[config.mk]
export PLATFORM = sky130hd
export DESIGN_NAME = fbreader_flat
export DESIGN_NICKNAME = d
export VERILOG_FILES = /design/src/rtl/fbreader_pkg.sv /design/src/rtl/fbreader_if.sv /design/src/rtl/fbreader_scan_counter.sv /design/src/rtl/fbreader.sv /design/src/flat_wrapper.sv
export SDC_FILE = /design/constraint.sdc
export NUM_CORES = 1
export LEC_CHECK = 0
export ABC_CLOCK_PERIOD_IN_PS = 3700
export CAP_MARGIN = 20
export CORE_UTILIZATION = 27
export CTS_CLUSTER_DIAMETER = 50
export DETAILED_ROUTE_END_ITERATION = 6
export PLACE_DENSITY = 0.62
export SETUP_SLACK_MARGIN = 0.5
export SLEW_MARGIN = 10
export SYNTH_ARGS = -nofsm -noshare
export SYNTH_HDL_FRONTEND = slang
export SYNTH_SLANG_ARGS = --single-unit
[constraint.sdc]
create_clock -name PLB_clk -period 3.7 [get_ports PLB_clk]
set_input_delay 0.37 -clock PLB_clk [delete_from_list [all_inputs] [get_ports PLB_clk]]
set_output_delay 0.37 -clock PLB_clk [all_outputs]
set_load 0.02 [all_outputs]
[src/rtl/fbreader_pkg.sv]
// Shared definitions for the framebuffer scan-out master: region base address,
// address field widths, default frame geometry, PLB widths and FSM encoding.
// The state encoding matches fbwriter so the two can be debugged side by side.
package fbreader_pkg;

  localparam logic [10:0]  FB_BASE_ADDR = 11'b1001_0000_000;
  localparam int unsigned  LINE_LEN     = 9;
  localparam int unsigned  COL_LEN      = 10;
  localparam int unsigned  NUM_LINES    = 480;
  localparam int unsigned  NUM_COLS     = 640;
  localparam int unsigned  C_MST_AWIDTH = 32;
  localparam int unsigned  C_MST_DWIDTH = 32;
  localparam int unsigned  C_MST_BEWIDTH = C_MST_DWIDTH / 8;

  typedef enum logic [3:0] {
    StIdle  = 4'd0,
    StReq   = 4'd1,
    StRetry = 4'd2,
    StData  = 4'd3,
    StPush  = 4'd4
  } state_e;

  // Word address of pixel (line, col) inside the framebuffer region.
  function automatic logic [C_MST_AWIDTH-1:0] pix_addr(input logic [LINE_LEN-1:0] line,
                                                       input logic [COL_LEN-1:0]  col);
    return {FB_BASE_ADDR, line, col, 2'b00};
  endfunction

endpackage

[src/rtl/fbreader_if.sv]
// PLB master IPIF signal bundle.
//   master modport: used by fbreader (drives requests, receives status/data).
//   slave modport:  used by the bus side (IPIF or a bus model).
interface fbreader_if;
  import fbreader_pkg::*;

  logic                     IP2Bus_MstRd_Req;
  logic                     IP2Bus_MstWr_Req;
  logic [C_MST_AWIDTH-1:0]  IP2Bus_Mst_Addr;
  logic [C_MST_BEWIDTH-1:0] IP2Bus_Mst_BE;
  logic                     IP2Bus_Mst_Lock;
  logic                     IP2Bus_Mst_Reset;
  logic [C_MST_DWIDTH-1:0]  IP2Bus_MstWr_d;

  logic                     Bus2IP_Mst_CmdAck;
  logic                     Bus2IP_Mst_Cmplt;
  logic                     Bus2IP_Mst_Error;
  logic                     Bus2IP_Mst_Rearbitrate;
  logic                     Bus2IP_Mst_Cmd_Timeout;
  logic [C_MST_DWIDTH-1:0]  Bus2IP_MstRd_d;
  logic                     Bus2IP_MstRd_src_rdy_n;
  logic                     Bus2IP_MstWr_dst_rdy_n;

  modport master (
    output IP2Bus_MstRd_Req, IP2Bus_MstWr_Req, IP2Bus_Mst_Addr, IP2Bus_Mst_BE,
           IP2Bus_Mst_Lock, IP2Bus_Mst_Reset, IP2Bus_MstWr_d,
    input  Bus2IP_Mst_CmdAck, Bus2IP_Mst_Cmplt, Bus2IP_Mst_Error, Bus2IP_Mst_Rearbitrate,
           Bus2IP_Mst_Cmd_Timeout, Bus2IP_MstRd_d, Bus2IP_MstRd_src_rdy_n,
           Bus2IP_MstWr_dst_rdy_n
  );

  modport slave (
    input  IP2Bus_MstRd_Req, IP2Bus_MstWr_Req, IP2Bus_Mst_Addr, IP2Bus_Mst_BE,
           IP2Bus_Mst_Lock, IP2Bus_Mst_Reset, IP2Bus_MstWr_d,
    output Bus2IP_Mst_CmdAck, Bus2IP_Mst_Cmplt, Bus2IP_Mst_Error, Bus2IP_Mst_Rearbitrate,
           Bus2IP_Mst_Cmd_Timeout, Bus2IP_MstRd_d, Bus2IP_MstRd_src_rdy_n,
           Bus2IP_MstWr_dst_rdy_n
  );

endinterface

[src/rtl/fbreader_scan_counter.sv]
// Raster scan position for fbreader.
//   PLB_clk, reset : clock, synchronous active-high reset
//   clear          : return to (0,0); wins over advance
//   advance        : step one pixel in raster order with line/col wrap
//   line, col      : current scan position
//   frame_done     : advance of the last pixel of the frame
module fbreader_scan_counter
  import fbreader_pkg::*;
#(
  parameter int unsigned NumLines = NUM_LINES,
  parameter int unsigned NumCols  = NUM_COLS
) (
  input  logic                PLB_clk,
  input  logic                reset,
  input  logic                clear,
  input  logic                advance,
  output logic [LINE_LEN-1:0] line,
  output logic [COL_LEN-1:0]  col,
  output logic                frame_done
);

  localparam logic [LINE_LEN-1:0] LastLine = LINE_LEN'(NumLines - 1);
  localparam logic [COL_LEN-1:0]  LastCol  = COL_LEN'(NumCols - 1);

  logic [LINE_LEN-1:0] line_q, line_d;
  logic [COL_LEN-1:0]  col_q, col_d;
  logic                at_last;

  assign at_last    = (line_q == LastLine) && (col_q == LastCol);
  // Reported even if a restart clears the position on the same edge.
  assign frame_done = advance && at_last;
  assign line       = line_q;
  assign col        = col_q;

  always_comb begin
    line_d = line_q;
    col_d  = col_q;
    if (clear) begin
      line_d = '0;
      col_d  = '0;
    end else if (advance) begin
      if (col_q == LastCol) begin
        col_d  = '0;
        line_d = (line_q == LastLine) ? '0 : line_q + 1'b1;
      end else begin
        col_d = col_q + 1'b1;
      end
    end
  end

  always_ff @(posedge PLB_clk) begin
    if (reset) begin
      line_q <= '0;
      col_q  <= '0;
    end else begin
      line_q <= line_d;
      col_q  <= col_d;
    end
  end

endmodule

[src/rtl/fbreader.sv]
// Framebuffer scan-out PLB master. Reads one pixel per single-beat command in
// raster order and writes it to the display-side FIFO.
//   PLB_clk, reset     : clock, synchronous active-high reset
//   enable             : keep scanning; low stops after the in-flight pixel
//   restart            : next request starts at (0,0)
//   pix_data/pix_wr_en : FIFO write data and one-cycle strobe
//   pix_fifo_full      : FIFO backpressure; stalls the pixel write
//   frame_done         : pulse with the write of the last pixel of a frame
//   err_count          : saturating count of errored or timed-out reads
//   state              : FSM state for debug visibility
//   plb                : PLB master IPIF signals
module fbreader
  import fbreader_pkg::*;
#(
  parameter int unsigned NumLines = NUM_LINES,
  parameter int unsigned NumCols  = NUM_COLS
) (
  input  logic                    PLB_clk,
  input  logic                    reset,
  input  logic                    enable,
  input  logic                    restart,
  output logic [C_MST_DWIDTH-1:0] pix_data,
  output logic                    pix_wr_en,
  input  logic                    pix_fifo_full,
  output logic                    frame_done,
  output logic [15:0]             err_count,
  output logic [3:0]              state,
  fbreader_if.master              plb
);

  state_e                  state_q, state_d;
  logic [C_MST_DWIDTH-1:0] pixel_q, pixel_d;
  logic [15:0]             err_q, err_d;
  logic                    err_inc;
  logic                    restart_pend_q, restart_pend_d;
  logic                    restart_any;
  logic                    mst_reset_q;
  logic                    scan_clear;
  logic                    scan_advance;
  logic [LINE_LEN-1:0]     line;
  logic [COL_LEN-1:0]      col;
  logic                    unused_dst_rdy;

  fbreader_scan_counter #(
    .NumLines (NumLines),
    .NumCols  (NumCols)
  ) u_scan (
    .PLB_clk    (PLB_clk),
    .reset      (reset),
    .clear      (scan_clear),
    .advance    (scan_advance),
    .line       (line),
    .col        (col),
    .frame_done (frame_done)
  );

  // A restart seen mid-command is held until the position is free to move,
  // so the address of an outstanding command never changes under it.
  assign restart_any    = restart || restart_pend_q;
  assign scan_clear     = restart_any && ((state_q == StIdle) || pix_wr_en);
  assign restart_pend_d = restart_any && !scan_clear;

  always_comb begin
    state_d      = state_q;
    pixel_d      = pixel_q;
    err_inc      = 1'b0;
    pix_wr_en    = 1'b0;
    scan_advance = 1'b0;
    unique case (state_q)
      StIdle: begin
        if (enable && !pix_fifo_full) state_d = StReq;
      end
      StReq: begin
        if (plb.Bus2IP_Mst_CmdAck) begin
          state_d = StData;
        end else if (plb.Bus2IP_Mst_Rearbitrate) begin
          state_d = StRetry;
        end else if (plb.Bus2IP_Mst_Cmd_Timeout) begin
          pixel_d = '0;
          err_inc = 1'b1;
          state_d = StPush;
        end
      end
      StRetry: begin
        state_d = StReq;
      end
      StData: begin
        if (!plb.Bus2IP_MstRd_src_rdy_n) pixel_d = plb.Bus2IP_MstRd_d;
        if (plb.Bus2IP_Mst_Cmplt) begin
          state_d = StPush;
          // Error overrides any data latched in the same cycle.
          if (plb.Bus2IP_Mst_Error) begin
            pixel_d = '0;
            err_inc = 1'b1;
          end
        end
      end
      StPush: begin
        if (!pix_fifo_full) begin
          pix_wr_en    = 1'b1;
          scan_advance = 1'b1;
          state_d      = enable ? StReq : StIdle;
        end
      end
      default: state_d = StIdle;
    endcase
  end

  assign err_d = (err_inc && (err_q != 16'hFFFF)) ? err_q + 16'd1 : err_q;

  always_ff @(posedge PLB_clk) begin
    if (reset) begin
      state_q        <= StIdle;
      pixel_q        <= '0;
      err_q          <= '0;
      restart_pend_q <= 1'b0;
    end else begin
      state_q        <= state_d;
      pixel_q        <= pixel_d;
      err_q          <= err_d;
      restart_pend_q <= restart_pend_d;
    end
  end

  always_ff @(posedge PLB_clk) begin
    mst_reset_q <= reset;
  end

  assign pix_data  = pixel_q;
  assign err_count = err_q;
  assign state     = state_q;

  // Position only moves in IDLE/PUSH, so the address is stable REQ..DATA.
  assign plb.IP2Bus_Mst_Addr  = (state_q inside {StReq, StRetry, StData}) ?
                                pix_addr(line, col) : '0;
  assign plb.IP2Bus_MstRd_Req = (state_q == StReq);
  assign plb.IP2Bus_MstWr_Req = 1'b0;
  assign plb.IP2Bus_Mst_BE    = '1;
  assign plb.IP2Bus_Mst_Lock  = 1'b0;
  assign plb.IP2Bus_Mst_Reset = mst_reset_q;
  assign plb.IP2Bus_MstWr_d   = '0;

  assign unused_dst_rdy = plb.Bus2IP_MstWr_dst_rdy_n;

endmodule

[src/flat_wrapper.sv]
// flat-port wrapper written by rule: the top's interface ports become plain ports
module fbreader_flat import fbreader_pkg::*;
#(
  parameter int unsigned NumLines = NUM_LINES,
  parameter int unsigned NumCols  = NUM_COLS
)
  (PLB_clk, reset, enable, restart, pix_data, pix_wr_en, pix_fifo_full, frame_done, err_count, state, plb_IP2Bus_MstRd_Req, plb_IP2Bus_MstWr_Req, plb_IP2Bus_Mst_Addr, plb_IP2Bus_Mst_BE, plb_IP2Bus_Mst_Lock, plb_IP2Bus_Mst_Reset, plb_IP2Bus_MstWr_d, plb_Bus2IP_Mst_CmdAck, plb_Bus2IP_Mst_Cmplt, plb_Bus2IP_Mst_Error, plb_Bus2IP_Mst_Rearbitrate, plb_Bus2IP_Mst_Cmd_Timeout, plb_Bus2IP_MstRd_d, plb_Bus2IP_MstRd_src_rdy_n, plb_Bus2IP_MstWr_dst_rdy_n);
  fbreader_if plb_i ();
  input  logic PLB_clk;
  input  logic reset;
  input  logic enable;
  input  logic restart;
  output logic [C_MST_DWIDTH-1:0] pix_data;
  output logic pix_wr_en;
  input  logic pix_fifo_full;
  output logic frame_done;
  output logic [15:0] err_count;
  output logic [3:0] state;
  output wire logic [$bits(plb_i.IP2Bus_MstRd_Req)-1:0] plb_IP2Bus_MstRd_Req;
  output wire logic [$bits(plb_i.IP2Bus_MstWr_Req)-1:0] plb_IP2Bus_MstWr_Req;
  output wire logic [$bits(plb_i.IP2Bus_Mst_Addr)-1:0] plb_IP2Bus_Mst_Addr;
  output wire logic [$bits(plb_i.IP2Bus_Mst_BE)-1:0] plb_IP2Bus_Mst_BE;
  output wire logic [$bits(plb_i.IP2Bus_Mst_Lock)-1:0] plb_IP2Bus_Mst_Lock;
  output wire logic [$bits(plb_i.IP2Bus_Mst_Reset)-1:0] plb_IP2Bus_Mst_Reset;
  output wire logic [$bits(plb_i.IP2Bus_MstWr_d)-1:0] plb_IP2Bus_MstWr_d;
  input wire logic [$bits(plb_i.Bus2IP_Mst_CmdAck)-1:0] plb_Bus2IP_Mst_CmdAck;
  input wire logic [$bits(plb_i.Bus2IP_Mst_Cmplt)-1:0] plb_Bus2IP_Mst_Cmplt;
  input wire logic [$bits(plb_i.Bus2IP_Mst_Error)-1:0] plb_Bus2IP_Mst_Error;
  input wire logic [$bits(plb_i.Bus2IP_Mst_Rearbitrate)-1:0] plb_Bus2IP_Mst_Rearbitrate;
  input wire logic [$bits(plb_i.Bus2IP_Mst_Cmd_Timeout)-1:0] plb_Bus2IP_Mst_Cmd_Timeout;
  input wire logic [$bits(plb_i.Bus2IP_MstRd_d)-1:0] plb_Bus2IP_MstRd_d;
  input wire logic [$bits(plb_i.Bus2IP_MstRd_src_rdy_n)-1:0] plb_Bus2IP_MstRd_src_rdy_n;
  input wire logic [$bits(plb_i.Bus2IP_MstWr_dst_rdy_n)-1:0] plb_Bus2IP_MstWr_dst_rdy_n;
  assign plb_IP2Bus_MstRd_Req = plb_i.IP2Bus_MstRd_Req;
  assign plb_IP2Bus_MstWr_Req = plb_i.IP2Bus_MstWr_Req;
  assign plb_IP2Bus_Mst_Addr = plb_i.IP2Bus_Mst_Addr;
  assign plb_IP2Bus_Mst_BE = plb_i.IP2Bus_Mst_BE;
  assign plb_IP2Bus_Mst_Lock = plb_i.IP2Bus_Mst_Lock;
  assign plb_IP2Bus_Mst_Reset = plb_i.IP2Bus_Mst_Reset;
  assign plb_IP2Bus_MstWr_d = plb_i.IP2Bus_MstWr_d;
  assign plb_i.Bus2IP_Mst_CmdAck = plb_Bus2IP_Mst_CmdAck;
  assign plb_i.Bus2IP_Mst_Cmplt = plb_Bus2IP_Mst_Cmplt;
  assign plb_i.Bus2IP_Mst_Error = plb_Bus2IP_Mst_Error;
  assign plb_i.Bus2IP_Mst_Rearbitrate = plb_Bus2IP_Mst_Rearbitrate;
  assign plb_i.Bus2IP_Mst_Cmd_Timeout = plb_Bus2IP_Mst_Cmd_Timeout;
  assign plb_i.Bus2IP_MstRd_d = plb_Bus2IP_MstRd_d;
  assign plb_i.Bus2IP_MstRd_src_rdy_n = plb_Bus2IP_MstRd_src_rdy_n;
  assign plb_i.Bus2IP_MstWr_dst_rdy_n = plb_Bus2IP_MstWr_dst_rdy_n;
  fbreader #(.NumLines(NumLines), .NumCols(NumCols)) u_core (.PLB_clk(PLB_clk), .reset(reset), .enable(enable), .restart(restart), .pix_data(pix_data), .pix_wr_en(pix_wr_en), .pix_fifo_full(pix_fifo_full), .frame_done(frame_done), .err_count(err_count), .state(state), .plb(plb_i));
endmodule
* Yosys cells after proc, flatten, opt, wreduce, memory -nomap -nowiden
Cells that the tools add are included. W data, S select, Z words.
Word-level totals: register bits 73, input bits 44, output and inout bits 126, word-level logic and storage cells 67
Operators by class: multiplexer cells 26, equal/unequal tests 14, reduce and logical (&&, ||, !) cells 17, add/sub/neg operators 3
Operator list (number):
- $mux W32 | 7
- $pmux W32 S2 | 1
- $mux W4 | 6
- $pmux W4 S5 | 1
- $add A16 B1 Y16 const B | 1
- $ne A16 B16 Y1 const B | 1
- $add A10 B1 Y10 const B | 1
- $eq A10 B10 Y1 const B | 1
- $mux W10 | 1
- $ne A2 B2 Y1 const B | 5
- $add A9 B1 Y9 const B | 1
- $eq A9 B9 Y1 const B | 1
- $mux W9 | 1
- $eq A4 B2 Y1 const B | 2
- $mux W1 | 8
- $reduce_and A4 Y1 | 2
- $logic_and A1 B1 Y1 | 6
- $eq A4 B1 Y1 const B | 1
- $eq A4 B3 Y1 const B | 1
- $logic_not A4 Y1 | 1
- $ne A4 B1 Y1 const B | 1
- $reduce_bool A3 Y1 | 1
- $logic_not A1 Y1 | 2
- $logic_or A1 B1 Y1 | 2
- other kinds (5) | 5

* Logic depth before layout (Yosys ltp)
Gate-level depths: netlist of the first run.
depth in word-level cells 6, depth in mapped cells 8, depth with buffers taken out 6

* Modules after synthesis
From an unflattened synthesis of the first run, not the netlist that was laid out.
Unflattened totals: cells, all modules 437, area, all modules 3746.1 µm²
Modules (own cells, without submodules):
- fbreader | area each 2811.4 µm², times used 1, sequential area each 1061.0 µm², cells each 323
- fbreader_scan_counter | area each 934.6 µm², times used 1, sequential area each 380.4 µm², cells each 114

* Worst setup path after synthesis of the first run
OpenSTA, ideal clock, no wires.
path kind register to output, from register u_core.state_q[1] (netlist: u_core.state[1]), to output plb_IP2Bus_Mst_Addr[12], data required time 3330 ps, path buffers 2, path slack 1464 ps, stages on the path, launching flop included 6, arrival time 1866 ps, cells stage by stage dfxtp_1 -> clkbuf_1 -> nor2_1 -> nor2_1 -> clkbuf_1 -> and2_1
Between the ends: cells in the longest elaborated chain, start to end 3, elaborated cells on any way between the ends 5, those cells by class eq/ne (3); mux (1); reduce/logical (1)
Ends and longest elaborated chain:
- from (decl) | RTL line fbreader.sv:31 | state_e state_q, state_d;
- from (signal assigned) | RTL line fbreader.sv:113 | state_q <= StIdle;
- from (signal assigned) | RTL line fbreader.sv:118 | state_q <= state_d;
- $eq A4 B1 Y1 or $eq A4 B2 Y1 (tied branches) | RTL line fbreader.sv:134 | assign plb.IP2Bus_Mst_Addr = (state_q inside {StReq, StRetry, StData}) ?
- $reduce_bool A3 Y1 (*) | RTL line fbreader.sv:134
- $mux W32 (*) | RTL line fbreader.sv:134
- to (decl) | RTL line flat_wrapper.sv:21 | output wire logic [$bits(plb_i.IP2Bus_Mst_Addr)-1:0] plb_IP2Bus_Mst_Addr;
Mark *: on every way between the ends. The rest lies on a longest branch, timed or not.

* Worst setup path after layout of the first run
from register u_core.state_q[2] (netlist: u_core.state[2]), to output frame_done
Between the ends: cells in the longest elaborated chain, start to end 3
Ends and longest elaborated chain:
- $eq A4 B3 Y1 | RTL line fbreader.sv:69 | unique case (state_q)
- $mux W1 | RTL line fbreader.sv:69
- $logic_and A1 B1 Y1 | RTL line fbreader_scan_counter.sv:31 | assign frame_done = advance && at_last;
- to (decl) | RTL line flat_wrapper.sv:16 | output logic frame_done;
Every way passes these cells.

==> results.sh, run 1 <==
export IMPL_outcome="completed"
export IMPL_yosys_area_share_simple_pct=29.7
export IMPL_finalSetupTns_ns=0
export IMPL_min_period_over_period_pct=74.0
export IMPL_placeable_area_sq_um=12900
export IMPL_worst_ir_drop_vdd_uv=160
export IMPL_floorplan_die_width_microns=118
export IMPL_design_portCount=170
export IMPL_die_height_microns=118
export IMPL_finalInstanceArea_sq_um=5060
export IMPL_met1_usage_pct=15.2
export IMPL_timing_critical_path_to_type="primary output"
export IMPL_hold_viol_final=0
export IMPL_synth_enable_flop_cells=0
export IMPL_power_density_nw_per_um2=349
export IMPL_maximum_clock_skew_at_final_layout_ns=0.00543
export IMPL_rsz0062_at_grt="no"
export IMPL_antenna_cells=0
export IMPL_clock_sinks=72
export IMPL_netlist_cell_type_count=49
export IMPL_postCtsSetupRepairBufs=0
export IMPL_max_cap_violations=0
export IMPL_worst_setup_path_type="reg2out"
export IMPL_critical_path_max_fanout=10
export IMPL_worst_hold_path_type="reg2reg"
export IMPL_synth_xor_xnor_area_share_pct=5.80
export IMPL_tritoncts="built"
export IMPL_grt_met2_usage_pct=22.1
export IMPL_via_count_of_the_first_global_routing_pass=3031
export IMPL_cts_repair_resized=0
export IMPL_timing_slew_headroom_pct=58.2
export IMPL_max_slew_worst_pin_slew_ns=0.626
export IMPL_drt_wl_total_microns=9100
export IMPL_timing_critical_path_cells="nor4b_4 -> buf_4 -> and4_2 -> and2_1 -> clkdlybuf4s50_1"
export IMPL_worst_setup_hold_path_clk_slew_ns=0.06
export IMPL_grt_antenna_before_repair=0
export IMPL_drc=0
export IMPL_cp_slowest_stage_delay_ns=0.60
export IMPL_placed_area_sq_um=4780
export IMPL_grt_util_met3_pct=3.63
export IMPL_final_fill_count=1275
export IMPL_leakagePower_nw=1.76
export IMPL_synth_yosys_seq_area_share_pct=39.7
export IMPL_synth_top_family_by_area="simple AND/OR/NAND/NOR gates"
export IMPL_cts_buffers_inserted=9
export IMPL_rows=41
export IMPL_final_critical_path_required_period_ns=2.74
export IMPL_area_growth_synth_to_final_pct=39.5
export IMPL_clock_root_buffer="sky130_fd_sc_hd__clkbuf_16"
export IMPL_clk_latency_ns=0.33
export IMPL_syn_avg_cell_area_sq_um=8.01
export IMPL_detailedPlacementHpwl_microns=6470
export IMPL_cts_htree_levels=3
export IMPL_synth_adder_area_share_pct=1.03
export IMPL_yosysWarnings=0
export IMPL_yosys_area_top_type_share_pct=39.7
export IMPL_floorplan_die_area_sq_um=13900
export IMPL_port_buffers=118
export IMPL_worst_ep_arrival_time_ns=2.37
export IMPL_post_route_cells_drive_above_1_share_pct=5.44
export IMPL_top_usage_layer="met2"
export IMPL_synth_cells=453
export IMPL_cp_data_required_time_ns=3.33
export IMPL_detailed_router_iteration_count_before_antenna_repair=4
export IMPL_post_synth_main_area_contributors="sky130_fd_sc_hd__dfxtp_1, sky130_fd_sc_hd__buf_4, sky130_fd_sc_hd__nand2_1"
export IMPL_synth_seq_cells=72
export IMPL_post_drt_wl_per_cell_microns=12.3
export IMPL_clock_fmax_mhz=365
export IMPL_detail_route_antenna_nets=0
export IMPL_track_usage_pct=13.2
export IMPL_grt_pass1_wl_microns=14800
export IMPL_holdBufCountCts=0
export IMPL_drt_first_iter_violations=174
export IMPL_cp_slowest_cell="sky130_fd_sc_hd__clkdlybuf4s50_1"
export IMPL_globalRouteOverflowTotal=0
export IMPL_timing_final_setup_violations=0
export IMPL_final_max_slew_viols=0
export IMPL_clock_tree_buffer_depth=2
export IMPL_async_flop_share_pct=0
export IMPL_place_congestion=0.852
export IMPL_netlist_area_sq_um=3630
export IMPL_ys_flop_type="sky130_fd_sc_hd__dfxtp_1"
export IMPL_post_synth_top_area_cell="sky130_fd_sc_hd__dfxtp_1"
export IMPL_synth_compound_area_share_pct=9.45
export IMPL_pin_count_of_the_biggest_net_entering_global_routing=33
export IMPL_total_via_count_in_the_routed_design=3274
export IMPL_avgViaCountPerCell=4.41
export IMPL_worst_setup_path_start_kind="flip-flop"
export IMPL_synth_mux_area_share_pct=0.862
export IMPL_initial_core_utilization_pct=28.2
export IMPL_hold_ws_ns=0.452
export IMPL_finalNetCount=612
[worst paths after layout]
check | cells after the start | start | slack (ns) | endpoint
min | 2 | u_core.pix_data[2]$_SDFFE_PP0P_ | 0.45 | u_core.pix_data[2]$_SDFFE_PP0P_
max reg2reg | 5 | u_core.state[0]$_SDFFE_PP0P_ | 1.60 | u_core.pix_data[26]$_SDFFE_PP0P_
max | 5 | u_core.state[2]$_SDFFE_PP0P_ | 0.96 | frame_done
min reg2reg | 2 | u_core.pix_data[2]$_SDFFE_PP0P_ | 0.45 | u_core.pix_data[2]$_SDFFE_PP0P_
[area by class of cell]
| cell class | instances | area (sq um) | area share (%) |
|---|---|---|---|
| Clock buffer | 10 | 239 | 4.72 |
| Clock inverter | 6 | 35.0 | 0.693 |
| Inverter | 3 | 11.3 | 0.223 |
| Multi-Input combinational cell | 355 | 1890 | 37.4 |
| Sequential cell | 72 | 1440 | 28.5 |
| Tap cell | 172 | 215 | 4.25 |
| Timing Repair Buffer | 124 | 1230 | 24.2 |
[cells in the final DEF (no fill, tap or decap), drive strengths merged, types with 3 or more instances in the layout]
cell type / n
nor2: 42
nor2b: 4
nor3: 11
nand2: 80
clkdlybuf4s50: 118
o21ai: 7
clkinv: 4
nand2b: 3
conb: 50
ha: 3
nand4: 7
clkbuf: 10
nor4: 7
nor3b: 4
xnor2: 20
a211oi: 3
dfxtp: 72
nand3: 12
a21oi: 41
and2: 23
xor2: 4
buf: 6
and4: 7
inv: 3
[cells in the mapped netlist, drive strengths merged, types with 7 or more instances]
cell	n
nand4	7
buf	52
xnor2	20
clkbuf	19
and4	7
nand3	12
o21ai	7
nor2	42
nor4	7
a21oi	41
and2	23
nor3	11
nand2	80
dfxtp	72
[state kept, by name, summed over array words and instances (netlist names)]
signal,cells
u_core.u_scan.line,9
u_core.state,3
u_core.restart_pend_q,1
u_core.err_count,16
u_core.plb.IP2Bus_Mst_Reset,1
u_core.u_scan.col,10
u_core.pix_data,32
[power by group]
| group | internal, W | total, W | switching, W |
|---|---|---|---|
| logic | 0.0000690 | 0.000175 | 0.000106 |
| registers | 0.000782 | 0.000790 | 0.00000770 |
| clock network | 0.000467 | 0.000800 | 0.000333 |
[cells by family (layout without fill, tap and decap cells)]
| family | count (synthesis) | after routing |
|---|---|---|
| buf+inv | 74 | 143 |
| simple gates | 214 | 214 |
| fa+ha+maj | 3 | 3 |
| mux | 3 | 3 |
| compound gates | 61 | 61 |
| xor+xnor | 24 | 24 |
| other cells | 2 | 50 |
| flops | 72 | 72 |
[worst max-delay path, delay by kind of cell (launching register included)]
| family | cells | cell delay, ns |
|---|---|---|
| buf+inv | 2 | 0.80 |
| simple gates | 3 | 0.71 |
| flops | 1 | 0.52 |
[through the flow]
step	setup WS [ns]	utilization [%]	std cells	total power [W]
after global routing	0.843	39.3	742	0.00184
final	0.960	39.3	742	0.00176
after floorplan	1.46	-	501	0.000945
after CTS	0.933	39.3	742	0.00180
after global placement	0.976	37.2	726	0.000980
after detailed placement	0.968	37.2	726	0.000982
[per-layer routing]
layer	up-vias	wire length, microns
met4	0	144
li1	1642	-
met5	-	0
met3	11	505
met2	114	4430
met1	1507	4020
Power figures use the tool's default switching activity.
==> run 2, diff against run 1 <==
Settings changed: ABC_CLOCK_PERIOD_IN_PS 3700 to 2550.
Clock period 3.7 ns to 2.55 ns, I/O delays scaled along.
==> results.sh, run 2 (same netlist as run 1, synthesis figures left out) <==
export IMPL_outcome="completed"
export IMPL_drt_wl_total_microns=9020
export IMPL_worst_ir_drop_vdd_uv=211
export IMPL_floorplan_die_width_microns=118
export IMPL_avgViaCountPerCell=4.40
export IMPL_hold_path_endpoint="u_core.pix_data[29]$_SDFFE_PP0P_"
export IMPL_cp_data_required_time_ns=2.30
export IMPL_clock_sinks=72
export IMPL_post_drt_wl_per_cell_microns=12.1
export IMPL_clk_latency_ns=0.33
export IMPL_port_buffers=118
export IMPL_min_period_over_period_pct=76.0
export IMPL_antenna_cells=0
export IMPL_holdBufCountCts=0
export IMPL_timing_critical_path_to_type="primary output"
export IMPL_timing_critical_path_cells="nor2_1 -> nor2_1 -> buf_4 -> and2_1 -> dlygate4sd2_1"
export IMPL_floorplan_die_area_sq_um=13900
export IMPL_cp_slowest_stage_delay_ns=0.39
export IMPL_hold_viol_final=0
export IMPL_post_route_worst_setup_slack_ns=0.612
export IMPL_finalSetupTns_ns=0
export IMPL_post_place_ws_ns=0.165
export IMPL_tritoncts="built"
export IMPL_track_usage_pct=13.2
export IMPL_reg2reg_from="u_core.err_count[3]$_SDFFE_PP0P_"
export IMPL_post_route_cells_drive_above_1_share_pct=6.98
export IMPL_area_growth_synth_to_final_pct=40.1
export IMPL_die_height_microns=118
export IMPL_pin_count_of_the_biggest_net_entering_global_routing=33
export IMPL_worst_ep_arrival_time_ns=1.68
export IMPL_rsz0062_at_grt="yes"
export IMPL_crit_buf_inv=2
export IMPL_final_max_slew_viols=0
export IMPL_timing_final_setup_violations=0
export IMPL_rows=41
export IMPL_total_via_count_in_the_routed_design=3279
export IMPL_path_delay_family="buffers and inverters"
export IMPL_maximum_clock_skew_at_final_layout_ns=0.00569
export IMPL_crit_reg2reg_capture="u_core.err_count[5]$_SDFFE_PP0P_"
export IMPL_cp_slowest_cell="sky130_fd_sc_hd__dfxtp_4"
export IMPL_cts_htree_levels=3
export IMPL_layout_cells_most_common_list="sky130_fd_sc_hd__clkdlybuf4s50_1, sky130_fd_sc_hd__nand2_1, sky130_fd_sc_hd__dfxtp_1"
export IMPL_worst_hold_path_type="reg2reg"
export IMPL_timing_reg2reg_worst_path_depth=6
export IMPL_detailed_router_iteration_count_before_antenna_repair=4
export IMPL_place_congestion=0.870
export IMPL_worstHoldPathCells=2
export IMPL_worst_setup_path_type="reg2out"
export IMPL_clock_tree_buffer_depth=2
export IMPL_drc=0
export IMPL_finalNetCount=617
export IMPL_critical_path_max_fanout=20
export IMPL_largest_register_ff_count=32
export IMPL_worst_case_register_to_register_setup_slack_ns=0.62
export IMPL_detail_route_antenna_nets=0
export IMPL_holdCritStartpoint="u_core.pix_data[29]$_SDFFE_PP0P_"
export IMPL_worst_setup_hold_path_clk_slew_ns=0.06
export IMPL_grt_pass1_wl_microns=14900
export IMPL_initial_core_utilization_pct=28.2
export IMPL_cts_buffers_inserted=9
export IMPL_drt_first_iter_violations=180
export IMPL_clock_root_buffer="sky130_fd_sc_hd__clkbuf_16"
export IMPL_grt_antenna_before_repair=0
export IMPL_design_portCount=170
export IMPL_max_slew_worst_pin_slew_ns=0.497
export IMPL_detailedPlacementHpwl_microns=6580
export IMPL_power_density_nw_per_um2=496
export IMPL_clock_fmax_mhz=516
export IMPL_layout_commonest_cell="sky130_fd_sc_hd__clkdlybuf4s50_1"
export IMPL_timing_slew_headroom_pct=66.8
export IMPL_placeable_area_sq_um=12900
export IMPL_timing_critical_path_mode_cell="sky130_fd_sc_hd__nor2_1"
export IMPL_via_count_of_the_first_global_routing_pass=3092
export IMPL_globalRouteOverflowTotal=0
export IMPL_worst_setup_path_start_kind="flip-flop"
export IMPL_final_critical_path_required_period_ns=1.94
export IMPL_leakagePower_nw=1.88
export IMPL_max_cap_violations=0
-- run 2: worst max-delay path by stage --
stage / endpoint / startpoint / slack, ns / depth (start not counted)
2_1_floorplan: u_core.u_scan.line[5]$_SDFFE_PP0P_ / u_core.state[2]$_SDFFE_PP0P_ / 0.49 / 6
3_3_place_gp: frame_done / pix_fifo_full / 0.18 / 5
3_5_place_dp: frame_done / pix_fifo_full / 0.17 / 5
4_1_cts: frame_done / u_core.u_scan.line[0]$_SDFFE_PP0P_ / 0.35 / 5
5_1_grt: frame_done / u_core.u_scan.line[0]$_SDFFE_PP0P_ / 0.47 / 5
6_report: plb_IP2Bus_Mst_Addr[9] / u_core.state[1]$_SDFFE_PP0P_ / 0.61 / 5
-- run 2: tightest hold or removal path, stage by stage, from the launching register on --
cell and delay (ns):
sky130_fd_sc_hd__dfxtp_1 0.30, sky130_fd_sc_hd__nand2_1 0.05, sky130_fd_sc_hd__a21oi_1 0.05
-- run 2: area by class of cell --
type                    count  area, sq um
clock buffers              13          250
clock inverters             1         5.00
fillers                  1357         7790
inverters                   3         11.3
multi-input cells         355         1900
flip-flops and latches     72         1450
well taps                 172          215
repair buffers            129         1240
-- run 2: per-stage QoR --
stage / power, W / util, % / instance area, sq um / cells / hold WS, ns
final: 0.00252 / 39.5 / 5080 / 745 / 0.451
after CTS: 0.00256 / 39.4 / 5080 / 745 / 0.452
after global routing: 0.00263 / 39.5 / 5080 / 745 / 0.469
after floorplan: 0.00137 / - / 3810 / 501 / 0.283
after detailed placement: 0.00143 / 37.6 / 4840 / 731 / 0.449
after global placement: 0.00142 / 37.6 / 4840 / 731 / 0.442
-- run 2: power by group --
part           total (W)  internal, W  switching, W  leakage, nW
Combinational   0.000254     0.000101      0.000153         1.17
Clock            0.00112     0.000673      0.000448        0.126
Sequential       0.00115      0.00113     0.0000113        0.584
-- run 2: metal layers --
metal,wire length [microns],track usage [%]
met4,153,6.33
met5,0,0
met2,4370,21.4
met1,4030,16.2
met3,473,3.20
-- run 2: timing repair --
action | in CTS | in global routing
setup endpoints to repair | 24 | 55
pin swaps | 0 | 2
resized for setup | 27 | 10
buffers inserted | 0 | 0
==> run 3, diff against run 2 <==
Settings changed: ABC_CLOCK_PERIOD_IN_PS 2550 to 1800.
Clock period 2.55 ns to 1.8 ns, I/O delays scaled along.
==> results.sh, run 3 (same netlist as run 1, synthesis figures left out) <==
export IMPL_cts_buffers_inserted=9
export IMPL_worst_setup_hold_path_clk_slew_ns=0.06
export IMPL_clock_tree_buffer_depth=2
export IMPL_largest_register_ff_count=32
export IMPL_tritoncts="built"
export IMPL_final_max_slew_viols=0
export IMPL_via_count_of_the_first_global_routing_pass=3568
export IMPL_final_critical_path_required_period_ns=1.80
export IMPL_max_cap_violations=0
export IMPL_total_power_w=0.00435
export IMPL_leakagePower_nw=3.00
export IMPL_drt_first_iter_violations=198
export IMPL_worst_setup_path_type="reg2out"
export IMPL_initial_core_utilization_pct=28.2
export IMPL_placed_cells_incl_taps=769
export IMPL_area_growth_synth_to_final_pct=94.1
export IMPL_final_fill_count=1144
export IMPL_critical_path_max_fanout=2
export IMPL_port_buffers=118
export IMPL_finalNetCount=710
export IMPL_timing_critical_path_to_type="primary output"
export IMPL_track_usage_pct=16.7
export IMPL_worst_ep_arrival_time_ns=1.62
export IMPL_worst_setup_path_start_kind="flip-flop"
export IMPL_min_period_over_period_pct=99.8
export IMPL_reg2reg_from="u_core.state[0]$_SDFFE_PP0P_"
export IMPL_clock_root_buffer="sky130_fd_sc_hd__clkbuf_16"
export IMPL_post_route_worst_setup_slack_ns=0.00369
export IMPL_pin_count_of_the_biggest_net_entering_global_routing=17
export IMPL_holdCritStartpoint="plb_Bus2IP_MstRd_d[28]"
export IMPL_cp_data_required_time_ns=1.62
export IMPL_detailed_router_iteration_count_before_antenna_repair=4
export IMPL_grt_antenna_before_repair=0
export IMPL_rows=41
export IMPL_critical_path_startpoint="u_core.u_scan.line[1]$_SDFFE_PP0P_"
export IMPL_hold_viol_final=0
export IMPL_antenna_cells=0
export IMPL_die_height_microns=118
export IMPL_clock_fmax_mhz=557
export IMPL_detail_route_antenna_nets=0
export IMPL_avgViaCountPerCell=4.48
export IMPL_drt_wl_total_microns=12300
export IMPL_detailedPlacementHpwl_microns=7010
export IMPL_globalRouteOverflowTotal=0
export IMPL_multi_input_area_sq_um=2760
export IMPL_clk_latency_ns=0.34
export IMPL_post_route_cells_drive_above_1_share_pct=50.0
export IMPL_post_place_ws_ns=-0.386
export IMPL_floorplan_die_area_sq_um=13900
export IMPL_worst_ir_drop_vdd_uv=572
export IMPL_drc=0
export IMPL_design_portCount=170
export IMPL_layout_commonest_cell="sky130_fd_sc_hd__buf_6"
export IMPL_place_congestion=0.875
export IMPL_maximum_clock_skew_at_final_layout_ns=0.00602
export IMPL_rsz0062_at_grt="yes"
export IMPL_ff_latch_area_sq_um=1480
export IMPL_final_util_pct=54.7
export IMPL_clock_sinks=72
export IMPL_placeable_area_sq_um=12900
export IMPL_timing_final_setup_violations=0
export IMPL_power_density_nw_per_um2=617
export IMPL_outcome="completed"
export IMPL_instances_no_fill=840
export IMPL_post_drt_wl_per_cell_microns=14.7
export IMPL_layout_cells_most_common_list="sky130_fd_sc_hd__buf_6, sky130_fd_sc_hd__dfxtp_1, sky130_fd_sc_hd__buf_4"
export IMPL_total_via_count_in_the_routed_design=3767
export IMPL_cts_htree_levels=3
export IMPL_grt_pass1_wl_microns=18400
export IMPL_floorplan_die_width_microns=118
export IMPL_worst_hold_path_type="in2reg"
export IMPL_holdBufCountCts=0
export IMPL_finalSetupTns_ns=0
run 3: cell types whose count changed in the layout (fill, tap and decap cells not counted), moves of 26 or more:
| cell | before | now |
|---|---|---|
| sky130_fd_sc_hd__a21oi_1 | 41 | 3 |
| sky130_fd_sc_hd__clkdlybuf4s50_1 | 96 | 40 |
| sky130_fd_sc_hd__buf_6 | 0 | 63 |
| sky130_fd_sc_hd__buf_4 | 10 | 52 |
| sky130_fd_sc_hd__dlygate4sd2_1 | 19 | 45 |
| sky130_fd_sc_hd__nand2_1 | 80 | 44 |
| sky130_fd_sc_hd__a21oi_2 | 0 | 37 |
run 3: critical path, stage by stage, from the launching register on:
cell	delay, ns
sky130_fd_sc_hd__dfxtp_2	0.35
sky130_fd_sc_hd__ha_4	0.14
sky130_fd_sc_hd__nand4_1	0.13
sky130_fd_sc_hd__nor4b_2	0.33
sky130_fd_sc_hd__and2_4	0.21
sky130_fd_sc_hd__buf_6	0.11
run 3: worst paths after layout:
path	endpoint	slack, ns	cells after the start
worst max-delay path	frame_done	0.004	5
worst min-delay path	u_core.pix_data[28]$_SDFFE_PP0P_	0.40	3
worst max register to register	u_core.pix_data[30]$_SDFFE_PP0P_	0.08	9
worst min register to register	u_core.pix_data[30]$_SDFFE_PP0P_	0.45	2
run 3: layer usage:
| layer | up-vias | share of wire, % | track usage (%) |
|---|---|---|---|
| met5 | - | 0 | 0 |
| met4 | 0 | 1.2 | 6.09 |
| met3 | 10 | 5.6 | 5.47 |
| met2 | 112 | 53 | 28.4 |
| met1 | 1807 | 40 | 19.4 |
| li1 | 1838 | - | - |
run 3: stage by stage:
step           instance area [sq um]  hold WS (ns)
2_1_floorplan                   3920         0.208
3_3_place_gp                    5230         0.441
3_5_place_dp                    5230         0.445
4_1_cts                         6300         0.370
5_1_grt                         7040         0.393
6_report                        7040         0.401
run 3: where the power goes:
group / switching [W] / total [W] / internal (W)
logic: 0.000343 / 0.000652 / 0.000309
clock network: 0.000709 / 0.00208 / 0.00137
registers: 0.0000133 / 0.00161 / 0.00160
total: 0.00107 / 0.00435 / 0.00328
run 3: layout make-up:
cell class / instances / share of cell area (%)
clock buffers: 12 / 3.94
multi-input cells: 355 / 39.1
clock inverters: 4 / 1.03
repair buffers: 222 / 31.7
flip-flops and latches: 72 / 21.0
inverters: 3 / 0.160
well taps: 172 / 3.06
run 3: repair_timing:
| action | in CTS | in global routing |
|---|---|---|
| gates cloned | 9 | 0 |
| buffers inserted | 28 | 18 |
| resized for setup | 325 | 168 |
| setup endpoints to repair | 143 | 100 |
| pin swaps | 59 | 86 |
